`src/rtl/serial_pkg.sv`:
```
// serial_pkg
// Shared types and defaults for the serial frame receiver slice.
//   state_t        : receiver FSM state (HUNT / DATA / PARITY), 2-bit encoding
//   DEF_DATA_W     : default payload width
//   DEF_SYNC_W     : default sync pattern length
//   DEF_SYNC       : default sync pattern, first received bit is the MSB
//   calc_parity()  : reduction XOR of a (zero-extended) word

package serial_pkg;

    typedef enum logic [1:0] {
        HUNT   = 2'd0,
        DATA   = 2'd1,
        PARITY = 2'd2
    } state_t;

    localparam int          DEF_DATA_W = 8;
    localparam int          DEF_SYNC_W = 4;
    localparam logic [3:0]  DEF_SYNC   = 4'b0011;

    // Zero-extension does not change the XOR, so narrower words can be
    // cast up to 32 bits before calling this.
    function automatic logic calc_parity(input logic [31:0] word);
        return ^word;
    endfunction

endpackage

```
`src/rtl/serial_sync_window.sv`:
```
// serial_sync_window
// Sliding sync-pattern detector used while the receiver is hunting.
// Ports:
//   clk      in  rising-edge clock
//   clr      in  asynchronous active-low reset
//   shift_en in  shift din into the window on this edge
//   flush    in  clear window and fill count on this edge
//   din      in  serial data bit
//   match    out combinational: the bit being shifted in completes the pattern
//                and the window (including this bit) is completely filled

module serial_sync_window #(
    parameter int                SYNC_W = 4,
    parameter logic [SYNC_W-1:0] SYNC   = 4'b0011
) (
    input  logic clk,
    input  logic clr,
    input  logic shift_en,
    input  logic flush,
    input  logic din,
    output logic match
);

    localparam int FW = $clog2(SYNC_W + 1);

    logic [SYNC_W-1:0] window;
    logic [SYNC_W-1:0] window_next;
    logic [FW-1:0]     fill;

    assign window_next = {window[SYNC_W-2:0], din};

    // The fill count guards against a freshly cleared window of zeros
    // looking like the leading zeros of the pattern.
    assign match = shift_en
                && (window_next == SYNC)
                && (fill >= FW'(SYNC_W - 1));

    always_ff @(posedge clk or negedge clr) begin
        if (!clr) begin
            window <= '0;
            fill   <= '0;
        end else if (flush) begin
            window <= '0;
            fill   <= '0;
        end else if (shift_en) begin
            window <= window_next;
            if (fill != FW'(SYNC_W))
                fill <= fill + FW'(1);
        end
    end

endmodule

```
`src/rtl/serial_frame_rx.sv`:
```
// serial_frame_rx
// Hunts for a sync pattern in a serial bit stream, deserializes the next
// DATA_W bits MSB-first and optionally checks one even-parity bit.
// Ports:
//   clk        in  rising-edge clock
//   clr        in  asynchronous active-low reset
//   en         in  bit-sample qualifier; din consumed only when en=1
//   din        in  serial data
//   dout       out last completed payload, MSB = first payload bit received
//   dout_valid out one-cycle pulse when a frame completes
//   par_err    out parity mismatch for the completed frame (only with dout_valid)
//   locked     out high while in DATA or PARITY state

module serial_frame_rx
    import serial_pkg::*;
#(
    parameter int                DATA_W    = DEF_DATA_W,
    parameter int                SYNC_W    = DEF_SYNC_W,
    parameter logic [SYNC_W-1:0] SYNC      = DEF_SYNC,
    parameter int                PARITY_EN = 1
) (
    input  logic              clk,
    input  logic              clr,
    input  logic              en,
    input  logic              din,
    output logic [DATA_W-1:0] dout,
    output logic              dout_valid,
    output logic              par_err,
    output logic              locked
);

    localparam int CW = (DATA_W > 1) ? $clog2(DATA_W) : 1;

    state_t            state;
    logic [CW-1:0]     bit_cnt;
    logic [DATA_W-1:0] payload;
    logic [DATA_W-1:0] payload_next;
    logic              last_bit;
    logic              frame_done;
    logic              match;

    assign payload_next = {payload[DATA_W-2:0], din};
    assign last_bit     = (bit_cnt == CW'(DATA_W - 1));

    // The completing edge: parity bit sampled, or last payload bit when no
    // parity bit is sent. Used to flush the sync window so payload bits can
    // never be mistaken for a sync.
    assign frame_done = en && ((state == PARITY)
                            || (state == DATA && last_bit && PARITY_EN == 0));

    serial_sync_window #(
        .SYNC_W (SYNC_W),
        .SYNC   (SYNC)
    ) u_sync (
        .clk      (clk),
        .clr      (clr),
        .shift_en (en && (state == HUNT)),
        .flush    (frame_done),
        .din      (din),
        .match    (match)
    );

    // Receiver FSM. dout_valid and par_err are single-cycle pulses, so they
    // drop on every edge and are re-raised only on a completing edge.
    always_ff @(posedge clk or negedge clr) begin
        if (!clr) begin
            state      <= HUNT;
            bit_cnt    <= '0;
            payload    <= '0;
            dout       <= '0;
            dout_valid <= 1'b0;
            par_err    <= 1'b0;
            locked     <= 1'b0;
        end else begin
            dout_valid <= 1'b0;
            par_err    <= 1'b0;
            if (en) begin
                case (state)
                    HUNT: begin
                        if (match) begin
                            state   <= DATA;
                            bit_cnt <= '0;
                            locked  <= 1'b1;
                        end
                    end
                    DATA: begin
                        payload <= payload_next;
                        if (last_bit) begin
                            if (PARITY_EN != 0) begin
                                state <= PARITY;
                            end else begin
                                dout       <= payload_next;
                                dout_valid <= 1'b1;
                                state      <= HUNT;
                                locked     <= 1'b0;
                            end
                        end else begin
                            bit_cnt <= bit_cnt + CW'(1);
                        end
                    end
                    PARITY: begin
                        dout       <= payload;
                        dout_valid <= 1'b1;
                        par_err    <= din ^ calc_parity(32'(payload));
                        state      <= HUNT;
                        locked     <= 1'b0;
                    end
                    default: begin
                        state  <= HUNT;
                        locked <= 1'b0;
                    end
                endcase
            end
        end
    end

endmodule

```
`config.mk`:
```
export PLATFORM = sky130hd
export DESIGN_NAME = serial_frame_rx
export DESIGN_NICKNAME = d
export VERILOG_FILES = /design/src/rtl/serial_pkg.sv /design/src/rtl/serial_sync_window.sv /design/src/rtl/serial_frame_rx.sv
export SDC_FILE = /design/constraint.sdc
export NUM_CORES = 1
export LEC_CHECK = 0
export BUFFER_PORTS_ARGS = -buffer_cell sky130_fd_sc_hd__buf_2
export CAP_MARGIN = 20
export CORE_MARGIN = 4
export CORE_UTILIZATION = 50
export DETAILED_ROUTE_END_ITERATION = 8
export HOLD_SLACK_MARGIN = 0.02
export PLACE_DENSITY = 0.65
export RECOVER_POWER = 100
export REMOVE_ABC_BUFFERS = 1
export SKIP_CTS_REPAIR_TIMING = 1
export SLEW_MARGIN = 20
export SYNTH_ARGS = -nofsm -noshare
export SYNTH_HDL_FRONTEND = slang
export SYNTH_HIERARCHICAL = 1
export SYNTH_SLANG_ARGS = --single-unit
```
`constraint.sdc`:
```
create_clock -name clk -period 3.4 [get_ports clk]
set_input_delay 0.68 -clock clk [delete_from_list [all_inputs] [get_ports clk]]
set_output_delay 0.68 -clock clk [all_outputs]
set_load 0.02 [all_outputs]
```
==> key figures <==
Outcome
  • Run status: complete, but fails checks
  • Violated checks: capacitance limit, slew limit

Cells and area
  • Number of standard cells in the layout, taps in and fillers out: 174
  • Final design utilization: 55.94%
  • Fraction of final layout cells with drive strength greater than 1: 11.19%
  • Synthesis-to-layout area growth: 7.404%
  • Commonest non-fill, non-tap cells in the layout: 30 x sky130_fd_sc_hd__dfrtp_1, 25 x sky130_fd_sc_hd__nand2_1, 13 x sky130_fd_sc_hd__clkbuf_1
  • N_diodes: 0
  • Net count, final: 153
  • Most common cell after layout, fill and taps aside: sky130_fd_sc_hd__dfrtp_1

Timing
  • Final clock period utilization by the worst path: 73.71%
  • Worst relative slew slack: -4.689%
  • RSZ-0062 raised after global routing: no
  • Hold_ws: 479.1 ps
  • Summed negative setup slack over all endpoints: 0 ps
  • Number of max-slew violations in the final report: 31
  • Setup clock skew after layout: ~7.9 ps
  • Final Critical Period: roughly 2500 ps
  • Worst Tran Pin Value: about 1600 ps
  • Setup-failing EPs final: 0
  • Max Clk Rate: 0.3990 GHz
  • Total count of hold-check failures in the final report: 0

Global routing
  • First-pass GRT wire length: ~4.1 mm
  • Global-route usage over all layers: 15.57%
  • Maximum number of pins on one net before global-route repair: 31
  • Final global-route overflow total: 0
  • Number of antenna violations at the first check in global routing: 0
  • Vias in the first global route: 900

Synth
  • Library cell occupying the most area in the post-synthesis netlist: sky130_fd_sc_hd__dfrtp_1
  • Leading post-synthesis cells by cell area: sky130_fd_sc_hd__dfrtp_1 52%, sky130_fd_sc_hd__nand2_1 6.5%, sky130_fd_sc_hd__mux2_2 4.7%, sky130_fd_sc_hd__ha_1 4.4%, sky130_fd_sc_hd__mux2i_1 4.2%
  • Flop and latch count out of synthesis: 30
  • Share of the synthesized area in the top cell type: 52.26%
  • Seq/Total Area, Yosys: between 50% and 60%
  • Post-synthesis instance area: approximately 0.0014 sq mm
  • Yosys warning count: 6
  • Post-synthesis async set-or-reset flop share: 100.0%
  • Number of enable-type register cells in the synthesized netlist: 0
  • Cell variety after synth: 34
  • Post-synthesis area per instance: 11.40 sq um
  • Predominant post-synthesis flop cell: sky130_fd_sc_hd__dfrtp_1
  • Number of instances in the synthesized netlist: 126

Worst setup path
  • Critical register-to-register path startpoint: state[0]
  • Capture instance of the worst register-to-register path: bit_cnt[0]
  • Longest individual stage delay on the worst path: 340 ps
  • R2R setup slack: 920 ps
  • Required @ worst endpoint: 3620 ps
  • Critical path type: input pin to flop
  • Cell count of the worst reg-to-reg path: 8
  • Kind of start point of the critical path: input pin
  • Highest fanout seen on the critical path: 8
  • Cell seen most often among critical-path stages: sky130_fd_sc_hd__nor2b_1
  • Master of the slowest instance on the critical path: sky130_fd_sc_hd__nor3_1
  • Worst endpoint data arrival time: roughly 2700 ps
  • Kind of capture point of the worst setup path: flop
  • Critical Path, Cell by Cell: buf_2 > nor2b_1 > nor2b_1 > clkbuf_1 > nand4b_1 > nor3_1 > nor2_1 > or2_0 > a211o_1

Placed design
  • Final weighted congestion in routability-driven placement: 0.8222
  • Instance count after placement with tap cells included: about 170
  • Port Buffer Count: 14
  • Detail Placement HPWL: 1.715 mm

Route
  • Drc violations: 0
  • Routed length per instance: 14.26 um
  • Vias/cell: 5.408
  • Total wire length after detailed routing: about 2.5 mm
  • Vias: about 940
  • Number of iterations in the first detailed-routing pass: 4
  • DRC marker count from the first detailed-route iteration: 49
  • Routed Antenna Nets: 0

Die
  • Initial Utilization: between 50% and 60%
  • I/O pins: 15
  • Die H: 61.60 um
  • Site row count: 19
  • Die boundary width: between 60 and 70 um
  • Area of the core: 0.002758 sq mm
  • Die area: 0.003795 sq mm

CTS
  • Clock slew seen by the registers of the worst setup and hold paths: 90 ps
  • TritonCTS clock tree: done
  • Clock tree root driver cell: sky130_fd_sc_hd__clkbuf_4
  • Num CTS Buffers: 5
  • CTS sink cnt: 30
  • H-tree depth: 2
  • Worst skew pair latency: between 300 and 400 ps
  • Maximum number of buffers from clock root to sink: 2

Pwr
  • Power density relative to cell area: 845.8 mW/mm^2
  • Leakage power: 0.7428 nW
  • VDD IR max: ~500 uV

Hold path
  • Classification of the worst-slack hold path: flop to flop
  • Hold wc startpoint: dout[3]
  • Endpoint of the worst hold path: dout[3]
  • Hold Crit Depth: 2

Run
  • Number of max-capacitance violations reported: 1
-- registers in the layout (all words and copies together) (netlist names) --
register,flops
par_err,1
payload,8
bit_cnt,3
dout_valid,1
dout,8
locked,1
state,2
u_sync/fill,3
u_sync/window,3
-- how the worst max path moves through the flow --
stage	startpoint	end	slack, ps	cells past startpoint
finish	en	bit_cnt[0]	890	9
detailed placement	en	bit_cnt[0]	720	9
floorplan	en	bit_cnt[0]	1000	7
global route	state[0]	bit_cnt[0]	680	8
CTS	en	bit_cnt[0]	1060	9
global placement	en	bit_cnt[0]	820	9
-- cell type report --
class,count,area (sq um)
Clock buffer,6,51.30
Multi-Input combinational cell,86,620.6
Timing Repair Buffer,15,58.81
Inverter,6,22.52
Sequential cell,30,750.7
Fill cell,268,1215
Tap cell,31,38.79
-- synthesized netlist by cell type (3+ instances only) --
master and instances:
sky130_fd_sc_hd__a21oi_1 3, sky130_fd_sc_hd__buf_2 3, sky130_fd_sc_hd__dfrtp_1 30, sky130_fd_sc_hd__ha_1 5
sky130_fd_sc_hd__inv_1 5, sky130_fd_sc_hd__mux2_2 6, sky130_fd_sc_hd__mux2i_1 6, sky130_fd_sc_hd__nand2_1 25
sky130_fd_sc_hd__nand3_1 3, sky130_fd_sc_hd__nor2_1 6, sky130_fd_sc_hd__o21ai_0 3, sky130_fd_sc_hd__xnor2_1 3
-- worst max-delay path: cells and delay by family --
family                 cells  cell delay, ps
AOI/OAI and AO/OA          1             320
and+or+nand+nor            6            1260
buffers and inverters      2             460
-- metal layers --
layer	global-route usage (%)	vias up	wire length [um]
li1	-	458	-
met1	19.89	463	1159
met2	23.47	16	1162
met3	6.289	4	127
met4	6.364	0	34
met5	0	-	0
-- through the flow --
stage,setup slack (ps),power (mW),cell area (sq um)
after floorplan,998.7,1.003,1410
after global placement,816.3,1.104,1526
after detailed placement,721.0,1.132,1526
after CTS,1063,1.344,1578
after global routing,680.2,1.417,1543
final,893.9,1.305,1543
-- power breakdown --
| part | switching (mW) | internal (mW) | total, mW | leakage (nW) |
|---|---|---|---|---|
| clock network | 0.115 | 0.0930 | 0.208 | 0.0302 |
| registers | 0.130 | 0.488 | 0.618 | 0.382 |
| logic | 0.211 | 0.267 | 0.478 | 0.331 |
| total | 0.456 | 0.848 | 1.30 | 0.743 |
-- logic make-up (layout without fill, tap and decap cells) --
group | after synthesis | after routing | synth area share, %
AOI/OAI and AO/OA | 13 | 13 | 6.620
and+or+nand+nor | 48 | 48 | 17.33
adders and majority gates | 5 | 5 | 4.355
DFF | 30 | 30 | 52.26
xor gates and xnor gates | 6 | 6 | 5.575
muxes | 14 | 14 | 10.45
buffers and inverters | 10 | 27 | 3.397
No activity file was read; power rests on OpenSTA's default activity.
